**config.mk**
```make
export PLATFORM = sky130hd
export DESIGN_NAME = cla_adder_pipe
export DESIGN_NICKNAME = d
export VERILOG_FILES = /design/src/rtl/cla_pkg.sv /design/src/rtl/cla_group.sv /design/src/rtl/cla_adder_pipe.sv
export SDC_FILE = /design/constraint.sdc
export NUM_CORES = 1
export LEC_CHECK = 0
export BUFFER_PORTS_ARGS = -buffer_cell sky130_fd_sc_hd__buf_2
export CAP_MARGIN = 20
export CORE_MARGIN = 4
export CORE_UTILIZATION = 50
export DETAILED_ROUTE_END_ITERATION = 16
export GPL_TIMING_DRIVEN = 1
export PLACE_DENSITY = 0.81
export SYNTH_ARGS = -nofsm -noshare
export SYNTH_HDL_FRONTEND = slang
export SYNTH_SLANG_ARGS = --single-unit
```
**constraint.sdc**
```tcl
create_clock -name clk -period 1.8 [get_ports clk]
set_input_delay 0.27 -clock clk [delete_from_list [all_inputs] [get_ports clk]]
set_output_delay 0.27 -clock clk [all_outputs]
set_load 0.005 [all_outputs]
```
**src/rtl/cla_pkg.sv**
```systemverilog
// Shared definitions for the pipelined carry-lookahead adder.
package cla_pkg;

  // Widest CLA group the lookahead helper can expand.
  localparam int MAX_BLOCK = 32;

  // Number of pipeline stages: one per CLA group.
  function automatic int num_groups(input int width, input int block);
    return (block < 1) ? 1 : width / block;
  endfunction

  // Carry into bit j of a group as a flat sum of products:
  //   c[j] = cin&p[0..j-1] | g[0]&p[1..j-1] | ... | g[j-1]
  // Every term is taken directly from p/g/cin, so no carry ripples.
  function automatic logic group_carry(input logic [MAX_BLOCK-1:0] p,
                                       input logic [MAX_BLOCK-1:0] g,
                                       input logic                 cin,
                                       input int                   j);
    logic c;
    logic t;
    c = cin;
    for (int k = 0; k < MAX_BLOCK; k++)
      if (k < j) c = c & p[k];
    for (int i = 0; i < MAX_BLOCK; i++) begin
      if (i < j) begin
        t = g[i];
        for (int k = 0; k < MAX_BLOCK; k++)
          if (k > i && k < j) t = t & p[k];
        c = c | t;
      end
    end
    return c;
  endfunction

endpackage

```
**src/rtl/cla_group.sv**
```systemverilog
// One CLA group: full lookahead over BLOCK bits, plus group P/G.
module cla_group import cla_pkg::*; #(
  parameter int BLOCK = 4
) (
  input  logic [BLOCK-1:0] a,
  input  logic [BLOCK-1:0] b,
  input  logic             cin,
  output logic [BLOCK-1:0] sum,
  output logic             cout,
  output logic             P,
  output logic             G
);

  logic [BLOCK-1:0]     p, g;
  logic [MAX_BLOCK-1:0] pw, gw;
  logic [BLOCK:0]       c;

  assign p = a ^ b;
  assign g = a & b;

  // Expand every carry of the group directly from p, g and cin.
  always_comb begin
    pw = '0;
    gw = '0;
    pw[BLOCK-1:0] = p;
    gw[BLOCK-1:0] = g;
    for (int j = 0; j <= BLOCK; j++)
      c[j] = group_carry(pw, gw, cin, j);
    G = group_carry(pw, gw, 1'b0, BLOCK);
  end

  assign sum  = p ^ c[BLOCK-1:0];
  assign cout = c[BLOCK];
  assign P    = &p;

endmodule

```
**src/rtl/cla_adder_pipe.sv**
```systemverilog
// Pipelined CLA adder/subtractor: one CLA group resolved per stage,
// whole-pipe valid/ready stall, registered carry/overflow/zero flags.
module cla_adder_pipe import cla_pkg::*; #(
  parameter int WIDTH = 12,
  parameter int BLOCK = 4
) (
  input  logic             clk,
  input  logic             rst_n,
  input  logic             CE,
  input  logic             in_valid,
  output logic             in_ready,
  input  logic [WIDTH-1:0] A,
  input  logic [WIDTH-1:0] B,
  input  logic             Cin,
  input  logic             sub,
  output logic             out_valid,
  input  logic             out_ready,
  output logic [WIDTH-1:0] S,
  output logic             Cout,
  output logic             ovf,
  output logic             zero
);

  localparam int NG = num_groups(WIDTH, BLOCK);

  if (BLOCK < 1 || BLOCK > MAX_BLOCK || (WIDTH % BLOCK) != 0) begin : g_param_err
    $error("cla_adder_pipe: WIDTH must be a multiple of BLOCK, 1 <= BLOCK <= MAX_BLOCK");
  end

  // Per-stage state: sum bits resolved so far, operands still to be
  // consumed (Beff already inverted for subtract), group carry.
  typedef struct packed {
    logic [WIDTH-1:0] s;
    logic [WIDTH-1:0] a;
    logic [WIDTH-1:0] b;
    logic             c;
  } stage_t;

  logic             adv;
  logic [NG:1]      vld_pipe;
  logic [WIDTH-1:0] beff;
  logic             ceff;
  logic             ovf_q, zero_q;

  // The pipe moves as one unit; a full, unconsumed output stalls everything.
  assign adv      = CE & (~out_valid | out_ready);
  assign in_ready = adv;

  // Subtract as A + ~B + 1; Cin is ignored in that mode.
  assign beff = sub ? ~B : B;
  assign ceff = sub | Cin;

  for (genvar i = 0; i < NG; i++) begin : g_stage
    stage_t           src, nxt, q;
    logic [BLOCK-1:0] gsum;
    logic             gcout, gp, gg;
    logic             unused_pg;

    if (i == 0) begin : g_first
      assign src = '{s: '0, a: A, b: beff, c: ceff};
    end else begin : g_next
      assign src = g_stage[i-1].q;
    end

    cla_group #(.BLOCK(BLOCK)) u_grp (
      .a    (src.a[i*BLOCK +: BLOCK]),
      .b    (src.b[i*BLOCK +: BLOCK]),
      .cin  (src.c),
      .sum  (gsum),
      .cout (gcout),
      .P    (gp),
      .G    (gg)
    );

    // Splice this group's sum in and hand its carry to the next stage.
    always_comb begin
      nxt = src;
      nxt.s[i*BLOCK +: BLOCK] = gsum;
      nxt.c = gcout;
    end

    // Stage register, held while the pipe is stalled.
    always_ff @(posedge clk or negedge rst_n) begin
      if (!rst_n)   q <= '0;
      else if (adv) q <= nxt;
    end

    // Group P/G are not needed here; the final stage's operands neither.
    assign unused_pg = &{1'b0, gp, gg, q.a, q.b};
  end

  // Valid shift register, advancing with the data.
  always_ff @(posedge clk or negedge rst_n) begin
    if (!rst_n) begin
      vld_pipe <= '0;
    end else if (adv) begin
      vld_pipe[1] <= in_valid;
      for (int i = 2; i <= NG; i++) vld_pipe[i] <= vld_pipe[i-1];
    end
  end

  // Flags are computed from the final stage's inputs and registered with S.
  always_ff @(posedge clk or negedge rst_n) begin
    if (!rst_n) begin
      ovf_q  <= 1'b0;
      zero_q <= 1'b0;
    end else if (adv) begin
      ovf_q  <= (g_stage[NG-1].nxt.a[WIDTH-1] == g_stage[NG-1].nxt.b[WIDTH-1]) &
                (g_stage[NG-1].nxt.s[WIDTH-1] != g_stage[NG-1].nxt.a[WIDTH-1]);
      zero_q <= ~|g_stage[NG-1].nxt.s;
    end
  end

  assign out_valid = vld_pipe[NG];
  assign S         = g_stage[NG-1].q.s;
  assign Cout      = g_stage[NG-1].q.c;
  assign ovf       = ovf_q;
  assign zero      = zero_q;

endmodule

```
* After elaboration in Yosys (flattened, before gate mapping)
Index checks and enable logic that the tools add are counted.
Word-level totals: register bits 80, output and inout port bits 17
Cells by class: equality and inequality tests 2, mux-type cells 1, bitwise logic cells 75, reduce and logical (&&, ||, !) cells 2
Operators by type and width (count):
- bitwise AND 1 bit | 32
- bitwise OR 1 bit | 32
- XOR 4 bit | 6
- bitwise AND 4 bit | 3
- 2-to-1 mux 12 bit | 1
- NOT 12 bit | 1
- OR reduction 12 bit | 1
- equality test 1 bit | 1
- logical NOT 1 bit | 1
- inequality test 1 bit | 1
- NOT 1 bit | 1

* Longest topological paths before layout
Gate-level depths: netlist (run 1).
word-level depth 11, gate-level depth with buffers 8, gate-level depth less buffers 7

* Cells and area by module
A second synthesis (run 1) with hierarchy kept.
Unflattened totals: cell total of the unflattened synthesis 210, area total of the unflattened synthesis 2920.3 sq um
Modules (own cells, without submodules):
- cla_adder_pipe | times used 1, cells each 143, area an instance 2377.3 sq um, sequential area each 1401.3 sq um
- cla_group at g_stage[1].u_grp ... | times used 2, cells each 24, area an instance 185.2 sq um, sequential area each 0.0 sq um
- cla_group at g_stage[0].u_grp | times used 1, cells each 19, area an instance 172.7 sq um, sequential area each 0.0 sq um

* Worst setup path after synthesis (run 1)
No wires, ideal clock.
kind input to register, start point in sub, end point reg g_stage[0].q[28] in the netlist's numbering, library setup time 120 ps, arrival 1962 ps, slack -282 ps, cell stages on the path 8, path buffers 1, path through buf_2 xor2_1 ha_1 ha_1 o21a_1 o21a_1 or3_1 a31o_1
On the way: word-level cells in the longest chain between the ends 9
Ends and longest elaborated chain:
- start: declaration | line cla_adder_pipe.sv:15 | input logic sub,
- 2-to-1 mux 12 bit | line cla_adder_pipe.sv:50 | assign beff = sub ? ~B : B;
- XOR 4 bit | line cla_group.sv:18 | assign p = a ^ b;
- bitwise AND 1 bit (3 in a row) | line cla_pkg.sv:23 | if (k < j) c = c & p[k];
- bitwise OR 1 bit (3 in a row) | line cla_pkg.sv:29 | c = c | t;
- XOR 4 bit (*) | line cla_group.sv:32 | assign sum = p ^ c[BLOCK-1:0];
- end signal: assignment | line cla_adder_pipe.sv:85 | else if (adv) q <= nxt;
- end: declaration | line cla_adder_pipe.sv:54 | stage_t src, nxt, q;
Mark *: on every way between the ends. The rest lies on a longest branch, timed or not. A chain may end at the register's enable or synchronous reset.

* Final worst setup path (run 1)
start point reg g_stage[0].q[5] in the netlist's numbering, end point reg g_stage[1].q[32] in the netlist's numbering
On the way: word-level cells in the longest chain between the ends 8
Ends and longest elaborated chain (line):
- XOR 4 bit | cla_group.sv:18
- bitwise AND 1 bit (3 in a row) | cla_pkg.sv:23
- bitwise OR 1 bit (*) (3 in a row) | cla_pkg.sv:29
- XOR 4 bit (*) | cla_group.sv:32
- end signal: assignment | cla_adder_pipe.sv:85
- end: declaration | cla_adder_pipe.sv:54
Marked as above.

==> results.md, run 1 <==
- Post-route minimum period: 1820 ps
- Crit Reg-Reg Startpoint: g_stage[0].q[5]
- Largest family of logic cells by synthesized area: simple AND/OR/NAND/NOR gates
- Drt first-iter violations: 96
- Starting Density: 51.3%
- Core area: 0.00511 mm2
- TritonRoute pass-1 iters: 4
- Crit end category: flip-flop
- PortBufs: 47
- Critical path arrival: 2020 ps
- Cell taking the most area after synthesis: dfrtp_1
- Clock Sinks: 56
- Vias in the first global route: 1871
- Vias: 1956
- Power consumption: 3.89 mW
- Final period utilization: 101%
- Distinct cells, synth: 26
- Netlist Area Pre-Place: 0.00262 mm2
- Worst-case reg-to-reg path depth: 6
- Final Max Tran Viols: 0
- FP Rows: 26
- Layout Cells excl Fill: 405
- Hold depth: 3
- Complex-gate fraction of the synthesized area: 7.55%
- First-pass GRT wire length: 8050 um
- Die height: 80.4 um
- # placed instances: 394
- Final hold slack: 154 ps
- Ys Warns: 0
- Post-synth top area share: 53.5%
- CTS clk-pin slew, worst paths: 90 ps
- Synth top area cells: dfrtp_1, nand2_1, ha_1, xnor2_1, o21ai_0
- ANT nets after route: 0
- Most instantiated library cell after synthesis: nand2_1
- Max-cap violations: 0
- Critical Path RT: 2000 ps
- Peak VDD IR: 0.460 mV
- Die area: 0.00646 mm2
- CTS tree: built
- Worst slew pin tran: 450 ps
- Post-synthesis mux area share: 0.860%
- Io pins: 48
- Syn Area/Cell: 9.49 um2
- Failing checks: setup timing
- Total wire length: 4690 um
- Setup violations, final: 1
- Sequential cell area: 0.00140 mm2
- Worst Skew: 5.77 ps
- Worst Hold Class: primary input to flip-flop
- Largest net degree at the start of global routing: 68
- Number of synthesized flops with an enable pin: 0
- Slew margin rel.: 70.0%
- DRC viols: 0
- Setup TNS: -23.6 ps
- RSZ-0062 raised after global routing: true
- Die width: 80.4 um
- Simple logic cell fraction of the synthesized area: 19.9%
- Main flop type after synthesis: dfrtp_1
- Adder-Cell Fraction of Synth Area: 9.46%
- Pre-CTS setup slack: -232 ps
- GP Congestion: 0.794
- Via density: 4.83
- Status: complete, but fails checks
- Worst skew pair latency: 300 ps
- Syn Inst Count: 276
- Syn-to-layout area delta: 21.6%
- CP Class: flip-flop to flip-flop
- Diode count: 0
- # fillers: 445
- CTS Buf Count: 5
- # H-tree levels: 2
- Register area share after synthesis: 53.5%
- Total global routing track utilization: 15.8%
- Worst setup SP type: flip-flop
- Post-route setup slack: -23.6 ps
- Post-synthesis xor/xnor area fraction: 6.02%
- Fmax: 548 MHz
- Multi-input gate area: 0.00122 mm2
- Post-synthesis register bit count: 56
- Syn Nets: 325
- Hold path start: in_valid
- Initial antenna violation count: 0
- Grt ovf: 0
- Final count of hold timing violations: 0
- Most common library cells after synthesis: nand2_1, dfrtp_1, ha_1
- Pwr Density: 1220 mW/mm2
- DP Wirelength: 3450 um
- Leak pwr: 1.66 nW
- Worst setup path start: g_stage[0].q[5]
- CTS Buffer Depth: 2
- Async S/R FF share, synth: 100%
- Nets@finish: 384
- Root Driver: clkbuf_8
- Routed len/inst: 11.6 um
- Layout cells sized above 1: 25.7%
- Critical path peak fanout: 2
==> final timing paths <==
check	to	slack [ps]
setup / recovery	g_stage[1].q[32]	-20
hold / removal	vld_pipe[1]	150
setup reg to reg	g_stage[1].q[32]	-20
hold reg to reg	g_stage[1].q[11]	470
max in group asynchronous	g_stage[0].q[6]	700
min in group asynchronous	ovf	430
==> registers in the layout, indices dropped and copies added (netlist names) <==
signal and flops:
g_stage.q 38, zero 1, S 12, vld_pipe 3, Cout 1, ovf 1
==> metal layers <==
layer / vias up / share of wire, % / global-route usage [%] / routed length (um)
met3: 6 / 4.8 / 3.36 / 224
li1: 998 / - / - / -
met4: 0 / 1.5 / 5.07 / 68
met1: 913 / 46 / 20.7 / 2140
met5: - / 0 / 0 / 0
met2: 39 / 48 / 26.1 / 2260
==> layout make-up <==
| type | instances | area share, % |
|---|---|---|
| Timing Repair Buffer | 64 | 12.0 |
| Sequential cell | 56 | 44.0 |
| Tap cell | 70 | 2.75 |
| Clock buffer | 5 | 2.16 |
| Inverter | 5 | 0.589 |
| Multi-Input combinational cell | 203 | 38.2 |
| Clock inverter | 2 | 0.393 |
==> through the flow <==
step                      util, %  instance area [um2]
after detailed placement     59.1                 3020
after floorplan                 -                 2650
final                        62.4                 3190
after global placement       59.1                 3020
after CTS                    61.6                 3150
after global routing         62.4                 3190
==> kinds of logic (layout without fill, tap and decap cells) <==
family / after synthesis / count (layout)
xor gates and xnor gates: 18 / 18
adders and majority gates: 18 / 18
muxes: 2 / 2
buffers and inverters: 17 / 76
and+or+nand+nor: 133 / 133
DFF: 56 / 56
AOI/OAI and AO/OA: 32 / 32
==> critical path: stages (launching register included) <==
cell and delay [ps]:
dfrtp_1 390, ha_1 290, ha_2 170, o21a_1 190, o21a_1 190, or3_1 320
a31o_1 180
==> placed cells by master (no fill, tap or decap), types with 3 or more instances in the layout <==
cell / Yosys / final
xor2_1: 7 / 5
ha_2: 0 / 3
o21a_1: 5 / 5
o21ai_0: 14 / 13
nand2_1: 113 / 113
o31ai_1: 3 / 3
nor2_1: 10 / 10
inv_1: 4 / 4
a21oi_1: 5 / 5
ha_1: 15 / 11
dfrtp_1: 56 / 56
clkbuf_8: 0 / 5
buf_2: 7 / 47
xnor2_1: 11 / 10
buf_4: 0 / 14
==> what timing repair did <==
item | 4_1_cts | 5_1_grt
endpoints found under the setup margin | 3 | 7
endpoints found under the hold margin | 19 | 0
buffers inserted | 1 | 2
pin swaps | 6 | 7
gates resized for setup | 5 | 5
hold buffers | 1 | 0
cloned | 0 | 0
==> where the power goes <==
group	internal, mW	total, mW	leakage, nW	switching [mW]
sequential	1.64	1.89	0.691	0.246
combinational	0.670	1.36	0.927	0.685
clock	0.264	0.644	0.0400	0.380
(Power assumes the default switching activity.)
==> inputs of run 2 (changes only) <==
--- a/config.mk
+++ b/config.mk
@@ -5,13 +5,14 @@
 export SDC_FILE = /design/constraint.sdc
 export NUM_CORES = 1
 export LEC_CHECK = 0
+export ABC_AREA = 1
 export BUFFER_PORTS_ARGS = -buffer_cell sky130_fd_sc_hd__buf_2
 export CAP_MARGIN = 20
 export CORE_MARGIN = 4
 export CORE_UTILIZATION = 50
 export DETAILED_ROUTE_END_ITERATION = 16
 export GPL_TIMING_DRIVEN = 1
-export PLACE_DENSITY = 0.81
+export PLACE_DENSITY = 0.8
 export SYNTH_ARGS = -nofsm -noshare
 export SYNTH_HDL_FRONTEND = slang
 export SYNTH_SLANG_ARGS = --single-unit
==> run 2 against run 1 <==
  * The run now ends clean
  * Maximum frequency is 9.5% higher
  * Area after synthesis up 6.0%
  * Clock skew is 4.8 ps higher
  * Design area down 0.67%
  * First-iteration DRC count rose by 1.0%
  * Sequential power hardly changed
  * Total power shrank 1.8%
  * Flip-flop and latch count unchanged
  * Die area up 5.4%
  * Highest routed layer unchanged
==> results.md, run 2 <==
- DP Wirelength: 3850 um
- Syn Area/Cell: 8.85 um2
- Worst Skew: 10.6 ps
- Register area share after synthesis: 50.5%
- FF-to-FF End: ovf
- Max-cap violations: 0
- Syn Nets: 363
- Total wire length: 5160 um
- Post-synthesis register bit count: 56
- Routed len/inst: 11.9 um
- CTS clk-pin slew, worst paths: 100 ps
- Syn-to-layout area delta: 14.0%
- Final period utilization: 92.5%
- Postcts setup bufs: 0
- Peak VDD IR: 0.624 mV
- Crit Reg-Reg Startpoint: g_stage[1].q[9]
- Crit end category: primary output
- Nets@finish: 411
- Main flop type after synthesis: dfrtp_1
- Grt ovf: 0
- Core area: 0.00524 mm2
- Largest net degree at the start of global routing: 57
- Die height: 82.5 um
- Worst Hold Class: primary input to flip-flop
- Design area: 0.00317 mm2
- Async S/R FF share, synth: 100%
- Pwr Density: 1210 mW/mm2
- CP Class: flip-flop to primary output
- Power consumption: 3.82 mW
- R2R Setup Slk: 220 ps
- Layout cells sized above 1: 18.5%
- Worst skew pair latency: 320 ps
- Final core utilization: 60.4%
- Leak pwr: 1.71 nW
- Slew margin rel.: 79.2%
- Distinct cells, synth: 23
- Netlist Area Pre-Place: 0.00278 mm2
- Initial antenna violation count: 0
- Io pins: 48
- ANT nets after route: 0
- Fmax: 601 MHz
- Via density: 4.83
- Vias: 2090
- # H-tree levels: 2
- Post-synth top area share: 50.5%
- Critical path arrival: 1400 ps
- Worst hold endpoint: g_stage[0].q[18]
- Final count of hold timing violations: 0
- Total global routing track utilization: 17.3%
- Final hold slack: 138 ps
- Critical path peak fanout: 27
- Synth top area cells: dfrtp_1, nand2_1, ha_1, o21ai_0, xnor2_1
- Diode count: 0
- RSZ-0062 raised after global routing: false
- Max FFs per register: 38
- Post-CTS Resized: 0
- Drt first-iter violations: 97
- Setup TNS: 0 ps
- Layout Cells excl Fill: 433
- Die area: 0.00681 mm2
- FP Rows: 26
- Most frequent cells in the layout: nand2_1, dfrtp_1, buf_2, o21ai_0, inv_1
- Hold path start: A[5]
- CTS Buffer Depth: 2
- Root Driver: clkbuf_8
- Ys Warns: 0
- Setup violations, final: 0
- Worst-case reg-to-reg path depth: 8
- Final Max Tran Viols: 0
- First-pass GRT wire length: 8940 um
- Cell taking the most area after synthesis: dfrtp_1
- Pre-CTS setup slack: 37.7 ps
- CTS Buf Count: 5
- Clock Sinks: 56
- Die width: 82.5 um
- CTS tree: built
- DP Area: 0.00306 mm2
- Critical Path RT: 1530 ps
- Post-route setup slack: 135 ps
- Status: complete, no violations
- PortBufs: 47
- Largest Register: g_stage.q
- Most common cell after layout, fill and taps aside: nand2_1
- Hold depth: 3
- Starting Density: 53.0%
- Number of synthesized flops with an enable pin: 0
- Most instantiated library cell after synthesis: nand2_1
- Worst setup SP type: flip-flop
- GP Congestion: 0.807
- Most common library cells after synthesis: nand2_1, dfrtp_1, o21ai_0
- TritonRoute pass-1 iters: 4
- DRC viols: 0
- Syn Inst Count: 314
- Worst slew pin tran: 313 ps
- Vias in the first global route: 2012
- # placed instances: 424
- Post-route minimum period: 1670 ps
## run 2: changes by cell type in the layout (fill, tap and decap cells not counted), moves of 4 or more
cell and delta:
a21oi_1 -4, buf_4 -10, ha_1 +4, inv_1 +15
nand2_1 +20, nand3_1 +8, nor2_1 +6, o21a_1 -5
o21ai_0 +9
## run 2: how the worst max path moves through the flow
stage | from | end | slack [ps]
after floorplan | sub | g_stage[0].q[0] | 10
after global placement | sub | g_stage[0].q[0] | 100
after detailed placement | sub | g_stage[0].q[0] | 40
after CTS | vld_pipe[3] | in_ready | 120
after global routing | vld_pipe[3] | in_ready | 50
final | vld_pipe[3] | in_ready | 130
## run 2: cell families after synthesis
| family | count (synthesis) | synth area share (%) |
|---|---|---|
| AND/OR/NAND/NOR | 167 | 24.4 |
| AO/OA/AOI/OAI | 25 | 4.59 |
| XOR/XNOR | 15 | 4.73 |
| flip-flops | 56 | 50.5 |
| adder cells (fa/ha/maj) | 18 | 8.92 |
| buffers and inverters | 33 | 6.94 |
## run 2: cell type report
type / count / area (um2)
fillers: 488 / 2070
flip-flops and latches: 56 / 1400
multi-input cells: 225 / 1190
repair buffers: 54 / 315
well taps: 70 / 87.6
inverters: 20 / 77.6
clock buffers: 5 / 68.8
clock inverters: 3 / 23.8
## run 2: per-layer routing
metal / vias up / GRT usage, % / routed length (um)
met5: - / 0 / 0
met2: 48 / 30.2 / 2530
li1: 1071 / - / -
met4: 0 / 6.86 / 78
met1: 964 / 21.1 / 2300
met3: 7 / 3.25 / 256
## run 2: repair_timing
| action | 4_1_cts | 5_1_grt |
|---|---|---|
| setup endpoints to repair | 0 | 0 |
| hold buffers | 1 | 0 |
| endpoints found under the hold margin | 56 | 0 |
## run 2: power breakdown
group	switching, mW	internal (mW)	total [mW]	leakage (nW)
registers	0.237	1.64	1.88	0.694
logic	0.694	0.542	1.24	0.972
clock network	0.428	0.276	0.704	0.0404
total	1.36	2.46	3.82	1.71
## run 2: critical path, stage by stage (launching register included)
cell,delay (ps)
dfrtp_1,410
nand2_2,90
nand2_4,130
inv_4,270
buf_2,170
